### src/rtl/text_dma_pkg.sv
// text_dma_pkg: shared definitions for the text-window DMA engine.
//   - register offsets relative to BASE
//   - CTRL bit positions
//   - engine state encoding
//   - wrapping address increment helper
package text_dma_pkg;

  // Width of the SRC/DST/LEN programming registers (low byte plus a 4-bit high nibble).
  localparam int unsigned RegW = 12;

  // Register offsets inside the 8-byte I/O window.
  localparam logic [2:0] RegSrcL = 3'd0;
  localparam logic [2:0] RegSrcH = 3'd1;
  localparam logic [2:0] RegDstL = 3'd2;
  localparam logic [2:0] RegDstH = 3'd3;
  localparam logic [2:0] RegLenL = 3'd4;
  localparam logic [2:0] RegLenH = 3'd5;
  localparam logic [2:0] RegFill = 3'd6;
  localparam logic [2:0] RegCtrl = 3'd7;

  // CTRL write bits.
  localparam int unsigned CtrlCopyBit  = 0;
  localparam int unsigned CtrlFillBit  = 1;
  localparam int unsigned CtrlAbortBit = 2;

  typedef enum logic [1:0] {
    StIdle = 2'd0,
    StRd   = 2'd1,
    StWr   = 2'd2,
    StFill = 2'd3
  } state_e;

  // Increment an address and wrap it to the text window size given by mask.
  function automatic logic [RegW-1:0] addr_inc(input logic [RegW-1:0] addr,
                                               input logic [RegW-1:0] mask);
    return (addr + 1'b1) & mask;
  endfunction

endpackage

### src/rtl/text_dma.sv
// text_dma: byte copy / fill engine sharing a single-port text memory with the CPU.
//
// Ports
//   clock, reset_n          system clock, synchronous active-low reset
//   io_address/io_wren/     CPU I/O bus; registers live at BASE..BASE+7
//   io_data/io_rdata/io_hit io_data is also the CPU write data for the text window
//   cpu_req/cpu_addr/       CPU text-window access; the CPU always wins the memory port
//   cpu_wren
//   mem_addr/mem_wdata/     text memory port (combinational mux CPU vs engine);
//   mem_wren/mem_rdata      mem_rdata is valid one cycle after the address is sampled
//   busy                    engine is not idle
//   done                    one-cycle pulse on completion, zero-length start, or abort
//
// Copy runs RD -> WR per byte (2 cycles/byte), fill writes one byte per cycle. The engine
// simply holds its state in any cycle where cpu_req is high.
module text_dma
  import text_dma_pkg::*;
#(
  parameter logic [7:0]  BASE = 8'h30,
  parameter int unsigned AW   = 12     // must not exceed RegW
) (
  input  logic          clock,
  input  logic          reset_n,
  input  logic [15:0]   io_address,
  input  logic          io_wren,
  input  logic [7:0]    io_data,
  output logic [7:0]    io_rdata,
  output logic          io_hit,
  input  logic          cpu_req,
  input  logic [AW-1:0] cpu_addr,
  input  logic          cpu_wren,
  output logic [AW-1:0] mem_addr,
  output logic [7:0]    mem_wdata,
  output logic          mem_wren,
  input  logic [7:0]    mem_rdata,
  output logic          busy,
  output logic          done
);

  // Keeps src/dst increments inside the 2^AW window.
  localparam logic [RegW-1:0] AddrMask = {RegW{1'b1}} >> (RegW - AW);

  state_e          state_q;
  logic [RegW-1:0] src_q;
  logic [RegW-1:0] dst_q;
  logic [RegW-1:0] len_q;
  logic [7:0]      fill_q;
  logic [7:0]      hold_q;
  logic            wr_first_q;
  logic            done_q;

  logic [15:0]     io_offset;
  logic [2:0]      reg_sel;
  logic            reg_wr;
  logic            ctrl_wr;
  logic            start_copy;
  logic            start_fill;
  logic            abort_req;
  logic            cpu_owns;

  // Register decode and CTRL command qualification.
  always_comb begin
    io_offset  = io_address - {8'h00, BASE};
    io_hit     = (io_offset < 16'd8);
    reg_sel    = io_offset[2:0];
    reg_wr     = io_hit && io_wren;
    ctrl_wr    = reg_wr && (reg_sel == RegCtrl);
    busy       = (state_q != StIdle);
    // Copy takes precedence when both start bits are set.
    start_copy = ctrl_wr && !busy && io_data[CtrlCopyBit];
    start_fill = ctrl_wr && !busy && !io_data[CtrlCopyBit] && io_data[CtrlFillBit];
    abort_req  = ctrl_wr && busy && io_data[CtrlAbortBit];
    done       = done_q;
  end

  // Register read mux.
  always_comb begin
    io_rdata = 8'h00;
    if (io_hit) begin
      unique case (reg_sel)
        RegSrcL: io_rdata = src_q[7:0];
        RegSrcH: io_rdata = {4'h0, src_q[RegW-1:8]};
        RegDstL: io_rdata = dst_q[7:0];
        RegDstH: io_rdata = {4'h0, dst_q[RegW-1:8]};
        RegLenL: io_rdata = len_q[7:0];
        RegLenH: io_rdata = {4'h0, len_q[RegW-1:8]};
        RegFill: io_rdata = fill_q;
        RegCtrl: io_rdata = {7'b0, busy};
        default: io_rdata = 8'h00;
      endcase
    end
  end

  // Memory port arbitration: the CPU owns the port whenever the engine is idle or the
  // CPU requests it. In the abort cycle the engine keeps the port but writes nothing.
  always_comb begin
    cpu_owns  = !busy || cpu_req;
    mem_addr  = cpu_addr;
    mem_wdata = io_data;
    mem_wren  = cpu_wren;
    if (!cpu_owns) begin
      unique case (state_q)
        StRd: begin
          mem_addr  = src_q[AW-1:0];
          mem_wdata = 8'h00;
          mem_wren  = 1'b0;
        end
        StWr: begin
          mem_addr  = dst_q[AW-1:0];
          // The read data is still on mem_rdata in the first WR cycle, so bypass the
          // hold register; afterwards (after a CPU stall) use the captured byte.
          mem_wdata = wr_first_q ? mem_rdata : hold_q;
          mem_wren  = !abort_req;
        end
        StFill: begin
          mem_addr  = dst_q[AW-1:0];
          mem_wdata = fill_q;
          mem_wren  = !abort_req;
        end
        default: begin
          mem_addr  = cpu_addr;
          mem_wdata = io_data;
          mem_wren  = cpu_wren;
        end
      endcase
    end
  end

  // Register file and engine FSM.
  always_ff @(posedge clock) begin
    if (!reset_n) begin
      state_q    <= StIdle;
      src_q      <= '0;
      dst_q      <= '0;
      len_q      <= '0;
      fill_q     <= 8'h00;
      hold_q     <= 8'h00;
      wr_first_q <= 1'b0;
      done_q     <= 1'b0;
    end else begin
      done_q <= 1'b0;

      // Programming registers are frozen while a transfer is running.
      if (reg_wr && !busy) begin
        unique case (reg_sel)
          RegSrcL: src_q[7:0]      <= io_data;
          RegSrcH: src_q[RegW-1:8] <= io_data[3:0];
          RegDstL: dst_q[7:0]      <= io_data;
          RegDstH: dst_q[RegW-1:8] <= io_data[3:0];
          RegLenL: len_q[7:0]      <= io_data;
          RegLenH: len_q[RegW-1:8] <= io_data[3:0];
          RegFill: fill_q          <= io_data;
          default: ;  // CTRL is a command, handled below
        endcase
      end

      unique case (state_q)
        StIdle: begin
          if (start_copy || start_fill) begin
            if (len_q == '0) begin
              done_q <= 1'b1;
            end else begin
              state_q <= start_copy ? StRd : StFill;
            end
          end
        end

        StRd: begin
          if (abort_req) begin
            state_q <= StIdle;
            done_q  <= 1'b1;
          end else if (!cpu_req) begin
            state_q    <= StWr;
            wr_first_q <= 1'b1;
          end
        end

        StWr: begin
          // Capture the read byte regardless of grant so a CPU stall cannot lose it.
          if (wr_first_q) begin
            hold_q     <= mem_rdata;
            wr_first_q <= 1'b0;
          end
          if (abort_req) begin
            state_q <= StIdle;
            done_q  <= 1'b1;
          end else if (!cpu_req) begin
            src_q <= addr_inc(src_q, AddrMask);
            dst_q <= addr_inc(dst_q, AddrMask);
            len_q <= len_q - 1'b1;
            if (len_q == {{(RegW-1){1'b0}}, 1'b1}) begin
              state_q <= StIdle;
              done_q  <= 1'b1;
            end else begin
              state_q <= StRd;
            end
          end
        end

        StFill: begin
          if (abort_req) begin
            state_q <= StIdle;
            done_q  <= 1'b1;
          end else if (!cpu_req) begin
            dst_q <= addr_inc(dst_q, AddrMask);
            len_q <= len_q - 1'b1;
            if (len_q == {{(RegW-1){1'b0}}, 1'b1}) begin
              state_q <= StIdle;
              done_q  <= 1'b1;
            end
          end
        end

        default: state_q <= StIdle;
      endcase
    end
  end

endmodule

### config.mk
export PLATFORM = sky130hd
export DESIGN_NAME = text_dma
export DESIGN_NICKNAME = d
export VERILOG_FILES = /design/src/rtl/text_dma_pkg.sv /design/src/rtl/text_dma.sv
export SDC_FILE = /design/constraint.sdc
export NUM_CORES = 1
export LEC_CHECK = 0
export ABC_AREA = 0
export BUFFER_PORTS_ARGS = -buffer_cell sky130_fd_sc_hd__buf_2
export CORE_ASPECT_RATIO = 0.6
export CORE_MARGIN = 2
export CORE_UTILIZATION = 30
export CTS_BUF_LIST = sky130_fd_sc_hd__clkbuf_16
export CTS_CLUSTER_SIZE = 30
export DETAILED_ROUTE_END_ITERATION = 10
export GPL_TIMING_DRIVEN = 0
export HOLD_SLACK_MARGIN = 0.15
export SYNTH_ARGS = -nofsm -noshare
export SYNTH_HDL_FRONTEND = slang
export SYNTH_SLANG_ARGS = --single-unit
### constraint.sdc
create_clock -name clock -period 2.6 [get_ports clock]
set_input_delay 0.39 -clock clock [delete_from_list [all_inputs] [get_ports clock]]
set_output_delay 0.39 -clock clock [all_outputs]
set_load 0.005 [all_outputs]
==> run_summary.xml, run 1 <==
<?xml version="1.0" encoding="UTF-8"?>
<metrics>
  <group name="run_status">
    <metric name="status" unit="">completed</metric>
  </group>
  <group name="synthesis">
    <metric name="syn-instance-count" unit="">546</metric>
    <metric name="syn-num-nets" unit="">599</metric>
    <metric name="synth_cell_type_count" unit="">55</metric>
    <metric name="yosys_warns" unit="">0</metric>
    <metric name="yosys_most_used_dff" unit="">dfxtp_1</metric>
    <metric name="postSynthAreaPerCell" unit="sq um">7.57</metric>
    <metric name="sequential_element_share_of_the_synthesized_area" unit="%">27.1</metric>
    <metric name="synthArstFlopShare" unit="%">0</metric>
    <metric name="synth_edf_count" unit="">0</metric>
    <metric name="ys_ff_latch" unit="">56</metric>
    <metric name="synth_area" unit="sq mm">0.00413</metric>
  </group>
  <group name="clock_network">
    <metric name="htreeDepth" unit="">2</metric>
    <metric name="clk-insertion-delay-late" unit="ps">310</metric>
    <metric name="cts_tree" unit="">built</metric>
    <metric name="clk_root_buffer_cell" unit="">clkbuf_16</metric>
    <metric name="clockBufferDepth" unit="">2</metric>
    <metric name="clk_pin_slew" unit="ps">70</metric>
    <metric name="cts_hold_buffers" unit="">0</metric>
    <metric name="number_of_cts_inserted_buffers" unit="">5</metric>
    <metric name="numClockSinks" unit="">56</metric>
  </group>
  <group name="critical_path">
    <metric name="critical_path.endpoint_type" unit="">output port</metric>
    <metric name="worst-setup-path-type" unit="">input pin to output port</metric>
    <metric name="crit_fanout" unit="">10</metric>
    <metric name="critical_path.reg2reg.endpoint" unit="">dst_q[10]</metric>
    <metric name="critPathArrivalTime" unit="ps">2170</metric>
    <metric name="crit_path_required_time" unit="ps">2210</metric>
    <metric name="r2r-start" unit="">state_q[0]</metric>
    <metric name="start_kind" unit="">input pin</metric>
    <metric name="r2r_setup_slack" unit="ps">170</metric>
    <metric name="worst_r2r_path_depth" unit="">6</metric>
  </group>
  <group name="layout">
    <metric name="layout-drive-gt1-share" unit="%">20.7</metric>
    <metric name="finish.cell_count_without_fillers" unit="">808</metric>
    <metric name="flow.area_growth_from_synthesis" unit="%">19.3</metric>
    <metric name="design.final.nets" unit="">685</metric>
    <metric name="n_antenna_cell" unit="">0</metric>
    <metric name="mostFrequentLayoutCell" unit="">buf_2</metric>
    <metric name="filler_cell_count" unit="">1434</metric>
    <metric name="most-common-layout-cells" unit="">83 x buf_2, 56 x dfxtp_1, 52 x nand2_1</metric>
  </group>
  <group name="drt">
    <metric name="routedWlPerCell" unit="um">21.9</metric>
    <metric name="dr.first_iter.drc_count" unit="">525</metric>
    <metric name="finalWirelength" unit="mm">17.7</metric>
    <metric name="drt_pass1_iterations" unit="">6</metric>
    <metric name="routed.top_layer" unit="">met4</metric>
    <metric name="antenna_left" unit="">0</metric>
    <metric name="detailroute.wirelength.met2" unit="mm">7.05</metric>
    <metric name="met1Wirelength" unit="mm">8.22</metric>
    <metric name="routed_via_density" unit="">6.27</metric>
    <metric name="routed-via-count" unit="">5070</metric>
    <metric name="met3WireLength" unit="mm">2.12</metric>
    <metric name="detail_route.drc_violations" unit="">0</metric>
  </group>
  <group name="hold_path">
    <metric name="hold_path_startpoint" unit="">mem_rdata[4]</metric>
    <metric name="timing.hold.worst_endpoint" unit="">hold_q[4]</metric>
    <metric name="hold_path_class" unit="">input pin to register</metric>
    <metric name="timing.hold.worst_path_depth" unit="">3</metric>
  </group>
  <group name="placed_design">
    <metric name="final_weighted_congestion_in_routability_driven_placement" unit="">1.00</metric>
    <metric name="placed_cells" unit="">797</metric>
    <metric name="io_buffers" unit="">76</metric>
    <metric name="hpwl" unit="mm">13.4</metric>
    <metric name="pre_cts_slack" unit="ps">-392</metric>
  </group>
  <group name="floorplanning">
    <metric name="floorplan.initialDensity" unit="%">30.5</metric>
    <metric name="top_level_ports" unit="">81</metric>
    <metric name="rows" unit="">33</metric>
    <metric name="chipWidth" unit="um">156</metric>
    <metric name="core" unit="sq mm">0.0135</metric>
    <metric name="chipHeight" unit="um">94.9</metric>
    <metric name="die_area" unit="sq mm">0.0148</metric>
  </group>
  <group name="timing">
    <metric name="final.setup_skew" unit="ps">8.33</metric>
    <metric name="max_freq" unit="MHz">390</metric>
    <metric name="final_hold_viol_count" unit="">0</metric>
    <metric name="timing.slew.headroom" unit="%">37.1</metric>
    <metric name="post-route-worst-setup-slack" unit="ps">37.4</metric>
    <metric name="timing.final.max_slew_violations" unit="">0</metric>
    <metric name="finalCritPeriodShare" unit="%">98.6</metric>
    <metric name="post-route-min-period" unit="ps">2560</metric>
    <metric name="setup_repair_after_global_routing_missed_its_margin" unit="">false</metric>
    <metric name="setup_viol" unit="">0</metric>
    <metric name="worstMarginPinSlew" unit="ps">936</metric>
  </group>
  <group name="power_and_ir_drop">
    <metric name="p_clk_share" unit="%">39.3</metric>
    <metric name="combPwrFrac" unit="%">12.5</metric>
    <metric name="power.leakage" unit="nW">1.85</metric>
    <metric name="power_switching" unit="W">0.000488</metric>
    <metric name="power.sequential.fraction" unit="%">48.2</metric>
    <metric name="design_power_total" unit="W">0.00178</metric>
    <metric name="internal-power" unit="W">0.00129</metric>
    <metric name="maximum_vdd_drop" unit="mV">0.197</metric>
    <metric name="power_per_cell_area" unit="mW/mm^2">360</metric>
    <metric name="power.share.switching" unit="%">27.5</metric>
  </group>
  <group name="grt">
    <metric name="grt_max_degree" unit="">17</metric>
    <metric name="first_pass_grt_wire_length" unit="mm">26.8</metric>
    <metric name="grt.overflow.total" unit="">0</metric>
    <metric name="initial_antenna_violation_count" unit="">0</metric>
    <metric name="grt_pass1_vias" unit="">4685</metric>
    <metric name="grt.total_usage" unit="%">24.1</metric>
  </group>
  <group name="flow_run">
    <metric name="max_cap_violations" unit="">0</metric>
  </group>
</metrics>
cell usage after synthesis (5+ instances only):
cell	number	area [sq um]
dfxtp_1	56	1120
nand2_1	52	195
nor2_1	47	176
nand3_1	38	190
mux2i_1	33	330
o21ai_0	31	155
clkbuf_1	30	113
a22oi_1	27	203
a21oi_1	26	130
a31oi_1	26	163
or3_1	19	119
a32oi_1	14	123
inv_1	13	48.8
o211ai_1	11	82.6
nor3_1	10	50.1
nand4_1	9	56.3
nor4_1	7	43.8
and2_1	6	37.5
buf_2	6	30.0
or2_2	6	37.5
nand2b_1	5	31.3
registers in the layout, summed over array words and instances, names as in the netlist:
name        cells
fill_q          8
wr_first_q      1
done            1
dst_q          12
len_q          12
src_q          12
state_q         2
hold_q          8
critical path: stages:
cell,delay [ps]
buf_2,110
or3_1,360
buf_2,180
or3_4,450
o21ai_4,230
buf_6,150
buf_8,130
nand2_1,50
buf_2,120
what timing repair did:
item	in CTS	in global routing
pin swaps	1	2
resized for setup	9	4
endpoints found under the hold margin	0	0
setup buffers	2	3
setup endpoints to repair	32	21
layout make-up:
cell class / count / area [sq um] / share of cell area, %
buffer: 42 / 213 / 4.31
multi-input combinational: 429 / 2760 / 55.9
timing repair buffer: 82 / 423 / 8.57
tap: 175 / 219 / 4.44
sequential: 56 / 1120 / 22.7
clock inverter: 3 / 13.8 / 0.279
clock buffer: 5 / 125 / 2.54
inverter: 16 / 60.1 / 1.22
per-layer routing:
layer  GRT usage [%]  vias up
li1                -     2251
met1            35.1     2455
met2            33.5      329
met3            7.94       35
met4            6.50        0
met5               0        -
power groups by stage:
| stage | Sequential, W | Combinational (W) | Clock, W |
|---|---|---|---|
| 2_1_floorplan | 0.000877 | 0.000101 | 0 |
| 3_3_place_gp | 0.000877 | 0.000211 | 0 |
| 3_5_place_dp | 0.000877 | 0.000214 | 0 |
| 4_1_cts | 0.000857 | 0.000216 | 0.000697 |
| 5_1_grt | 0.000857 | 0.000239 | 0.000737 |
| 6_report | 0.000857 | 0.000222 | 0.000698 |
per-stage QoR:
step	hold slack [ps]	utilization (%)	setup TNS, ps	area (sq um)
floorplan	463	-	0	4130
global placement	474	35.0	-5630	4730
detailed placement	487	35.0	-5620	4730
CTS	331	36.1	-16.7	4890
global route	345	36.4	0	4930
finish	330	36.4	0	4930
logic make-up after synthesis:
| family | Yosys count | synth area share (%) |
|---|---|---|
| AND/OR/NAND/NOR | 224 | 28.1 |
| AO/OA/AOI/OAI | 164 | 26.7 |
| buffers and inverters | 61 | 6.72 |
| flip-flops | 56 | 27.1 |
| multiplexers | 37 | 10.2 |
| adder cells (fa/ha/maj) | 4 | 1.21 |
worst max-delay path by stage:
stage,start,endpoint,slack [ps],depth (start not counted)
global placement,io_data[2],dst_q[7],-360,7
global route,io_address[1],io_rdata[6],10,6
floorplan,io_address[8],mem_wren,420,7
CTS,io_address[8],io_rdata[6],-20,5
finish,io_address[8],mem_wren,40,9
detailed placement,io_address[8],io_rdata[6],-390,5
Note: power is estimated with default switching activity, not from simulation.
==> run 2: changes to the inputs <==
- clock period: 2.6 -> 2.5 ns (I/O delays scaled with it)
==> run_summary.xml, run 2 (synthesized netlist as in run 1, its figures left out) <==
<?xml version="1.0" encoding="UTF-8"?>
<metrics>
  <group name="timing">
    <metric name="finalCritPeriodShare" unit="%">98.7</metric>
    <metric name="final_hold_viol_count" unit="">0</metric>
    <metric name="setup_repair_after_global_routing_missed_its_margin" unit="">false</metric>
    <metric name="post-route-min-period" unit="ps">2470</metric>
    <metric name="timing.slew.headroom" unit="%">36.1</metric>
    <metric name="final.setup_skew" unit="ps">11.7</metric>
    <metric name="setup_viol" unit="">0</metric>
    <metric name="timing.final.max_slew_violations" unit="">0</metric>
    <metric name="max_freq" unit="MHz">405</metric>
    <metric name="final.hold.worst_slack" unit="ps">316</metric>
    <metric name="worstMarginPinSlew" unit="ps">950</metric>
  </group>
  <group name="clock_network">
    <metric name="cts_hold_buffers" unit="">0</metric>
    <metric name="clk_root_buffer_cell" unit="">clkbuf_16</metric>
    <metric name="clk-insertion-delay-late" unit="ps">310</metric>
    <metric name="clk_pin_slew" unit="ps">70</metric>
    <metric name="numClockSinks" unit="">56</metric>
    <metric name="number_of_cts_inserted_buffers" unit="">5</metric>
    <metric name="clockBufferDepth" unit="">2</metric>
    <metric name="htreeDepth" unit="">2</metric>
    <metric name="cts_tree" unit="">built</metric>
  </group>
  <group name="critical_path">
    <metric name="worst-setup-path-type" unit="">input pin to output port</metric>
    <metric name="critical_path.endpoint_type" unit="">output port</metric>
    <metric name="crit_path_required_time" unit="ps">2120</metric>
    <metric name="crit_fanout" unit="">10</metric>
    <metric name="critPathArrivalTime" unit="ps">2090</metric>
    <metric name="start_kind" unit="">input pin</metric>
  </group>
  <group name="floorplanning">
    <metric name="die_area" unit="sq mm">0.0148</metric>
    <metric name="floorplan.initialDensity" unit="%">30.5</metric>
    <metric name="chipHeight" unit="um">94.9</metric>
    <metric name="top_level_ports" unit="">81</metric>
    <metric name="core" unit="sq mm">0.0135</metric>
    <metric name="chipWidth" unit="um">156</metric>
    <metric name="rows" unit="">33</metric>
  </group>
  <group name="layout">
    <metric name="design.final.nets" unit="">684</metric>
    <metric name="layout-drive-gt1-share" unit="%">21.5</metric>
    <metric name="reg_top3" unit="">dst_q: 12 flops, len_q: 12 flops, src_q: 12 flops</metric>
    <metric name="n_antenna_cell" unit="">0</metric>
    <metric name="filler_cell_count" unit="">1436</metric>
    <metric name="utilization" unit="%">36.7</metric>
    <metric name="flow.area_growth_from_synthesis" unit="%">20.1</metric>
    <metric name="mostFrequentLayoutCell" unit="">buf_2</metric>
    <metric name="most-common-layout-cells" unit="">83 x buf_2, 55 x dfxtp_1, 52 x nand2_1</metric>
  </group>
  <group name="drt">
    <metric name="met3WireLength" unit="mm">2.22</metric>
    <metric name="routedWlPerCell" unit="um">22.1</metric>
    <metric name="detailroute.wirelength.met2" unit="mm">7.16</metric>
    <metric name="detail_route.drc_violations" unit="">0</metric>
    <metric name="met1Wirelength" unit="mm">8.13</metric>
    <metric name="finalWirelength" unit="mm">17.8</metric>
    <metric name="routed_via_density" unit="">6.20</metric>
    <metric name="routed-via-count" unit="">5000</metric>
    <metric name="antenna_left" unit="">0</metric>
    <metric name="routed.top_layer" unit="">met4</metric>
    <metric name="dr.first_iter.drc_count" unit="">478</metric>
    <metric name="drt_pass1_iterations" unit="">5</metric>
  </group>
  <group name="power_and_ir_drop">
    <metric name="power_per_cell_area" unit="mW/mm^2">372</metric>
    <metric name="power.leakage" unit="nW">1.84</metric>
    <metric name="maximum_vdd_drop" unit="mV">0.208</metric>
  </group>
  <group name="grt">
    <metric name="initial_antenna_violation_count" unit="">0</metric>
    <metric name="grt_max_degree" unit="">17</metric>
    <metric name="first_pass_grt_wire_length" unit="mm">27.0</metric>
    <metric name="grt.overflow.total" unit="">0</metric>
    <metric name="grt.total_usage" unit="%">24.3</metric>
    <metric name="grt_pass1_vias" unit="">4731</metric>
  </group>
  <group name="flow_run">
    <metric name="max_cap_violations" unit="">0</metric>
  </group>
  <group name="placed_design">
    <metric name="final_weighted_congestion_in_routability_driven_placement" unit="">1.00</metric>
    <metric name="io_buffers" unit="">76</metric>
    <metric name="hpwl" unit="mm">13.4</metric>
  </group>
  <group name="hold_path">
    <metric name="hold_path_class" unit="">input pin to register</metric>
  </group>
  <group name="run_status">
    <metric name="status" unit="">completed</metric>
  </group>
</metrics>
==> run 2: area by class of cell <==
| class | count | area [sq um] | area share (%) |
|---|---|---|---|
| multi-input combinational | 429 | 2790 | 56.2 |
| tap | 175 | 219 | 4.41 |
| clock buffer | 5 | 125 | 2.52 |
| timing repair buffer | 81 | 418 | 8.42 |
| inverter | 16 | 60.1 | 1.21 |
| sequential | 56 | 1120 | 22.6 |
| clock inverter | 3 | 13.8 | 0.277 |
| buffer | 42 | 215 | 4.34 |
==> run 2: worst paths after layout <==
kind            startpoint           to  slack, ps  depth (start not counted)
max          io_address[1]  io_rdata[7]         30                          6
min           mem_rdata[4]    hold_q[4]        320                          3
max reg2reg     state_q[1]     dst_q[7]        170                          7
min reg2reg      hold_q[4]    hold_q[4]        500                          2
==> run 2: per-stage QoR <==
step / total power (W) / area (sq um) / setup slack (ps) / cells / TNS [ps]
5_1_grt: 0.00191 / 4960 / 6.80 / 807 / 0
3_3_place_gp: 0.00113 / 4730 / -445 / 797 / -8750
6_report: 0.00185 / 4960 / 33.1 / 807 / 0
3_5_place_dp: 0.00113 / 4730 / -462 / 797 / -8750
2_1_floorplan: 0.00102 / 4130 / 349 / 546 / 0
4_1_cts: 0.00184 / 4920 / 9.34 / 807 / 0
==> run 2: worst max-delay path, stage by stage <==
cell and delay (ps):
buf_2 90, buf_2 260, clkbuf_1 460, a211oi_1 170
a2111oi_1 520, buf_2 200
==> run 2: what timing repair did <==
action                     4_1_cts  5_1_grt
setup endpoints to repair       35       38
buffers inserted                 5        0
resized for setup               10       11
pin swaps                        3        1
==> run 2: power breakdown <==
| group | switching (W) | total [W] | internal, W | leakage (nW) |
|---|---|---|---|---|
| Sequential | 0.0000000106 | 0.000891 | 0.000891 | 0.451 |
| Clock | 0.000354 | 0.000721 | 0.000366 | 0.0710 |
| Combinational | 0.000150 | 0.000233 | 0.0000836 | 1.32 |
| Total | 0.000504 | 0.00185 | 0.00134 | 1.84 |
==> run 2: metal layers <==
layer | GRT usage [%] | vias up
met4 | 6.19 | 0
met5 | 0 | -
met3 | 8.95 | 34
li1 | - | 2256
met2 | 34.3 | 309
met1 | 34.6 | 2401
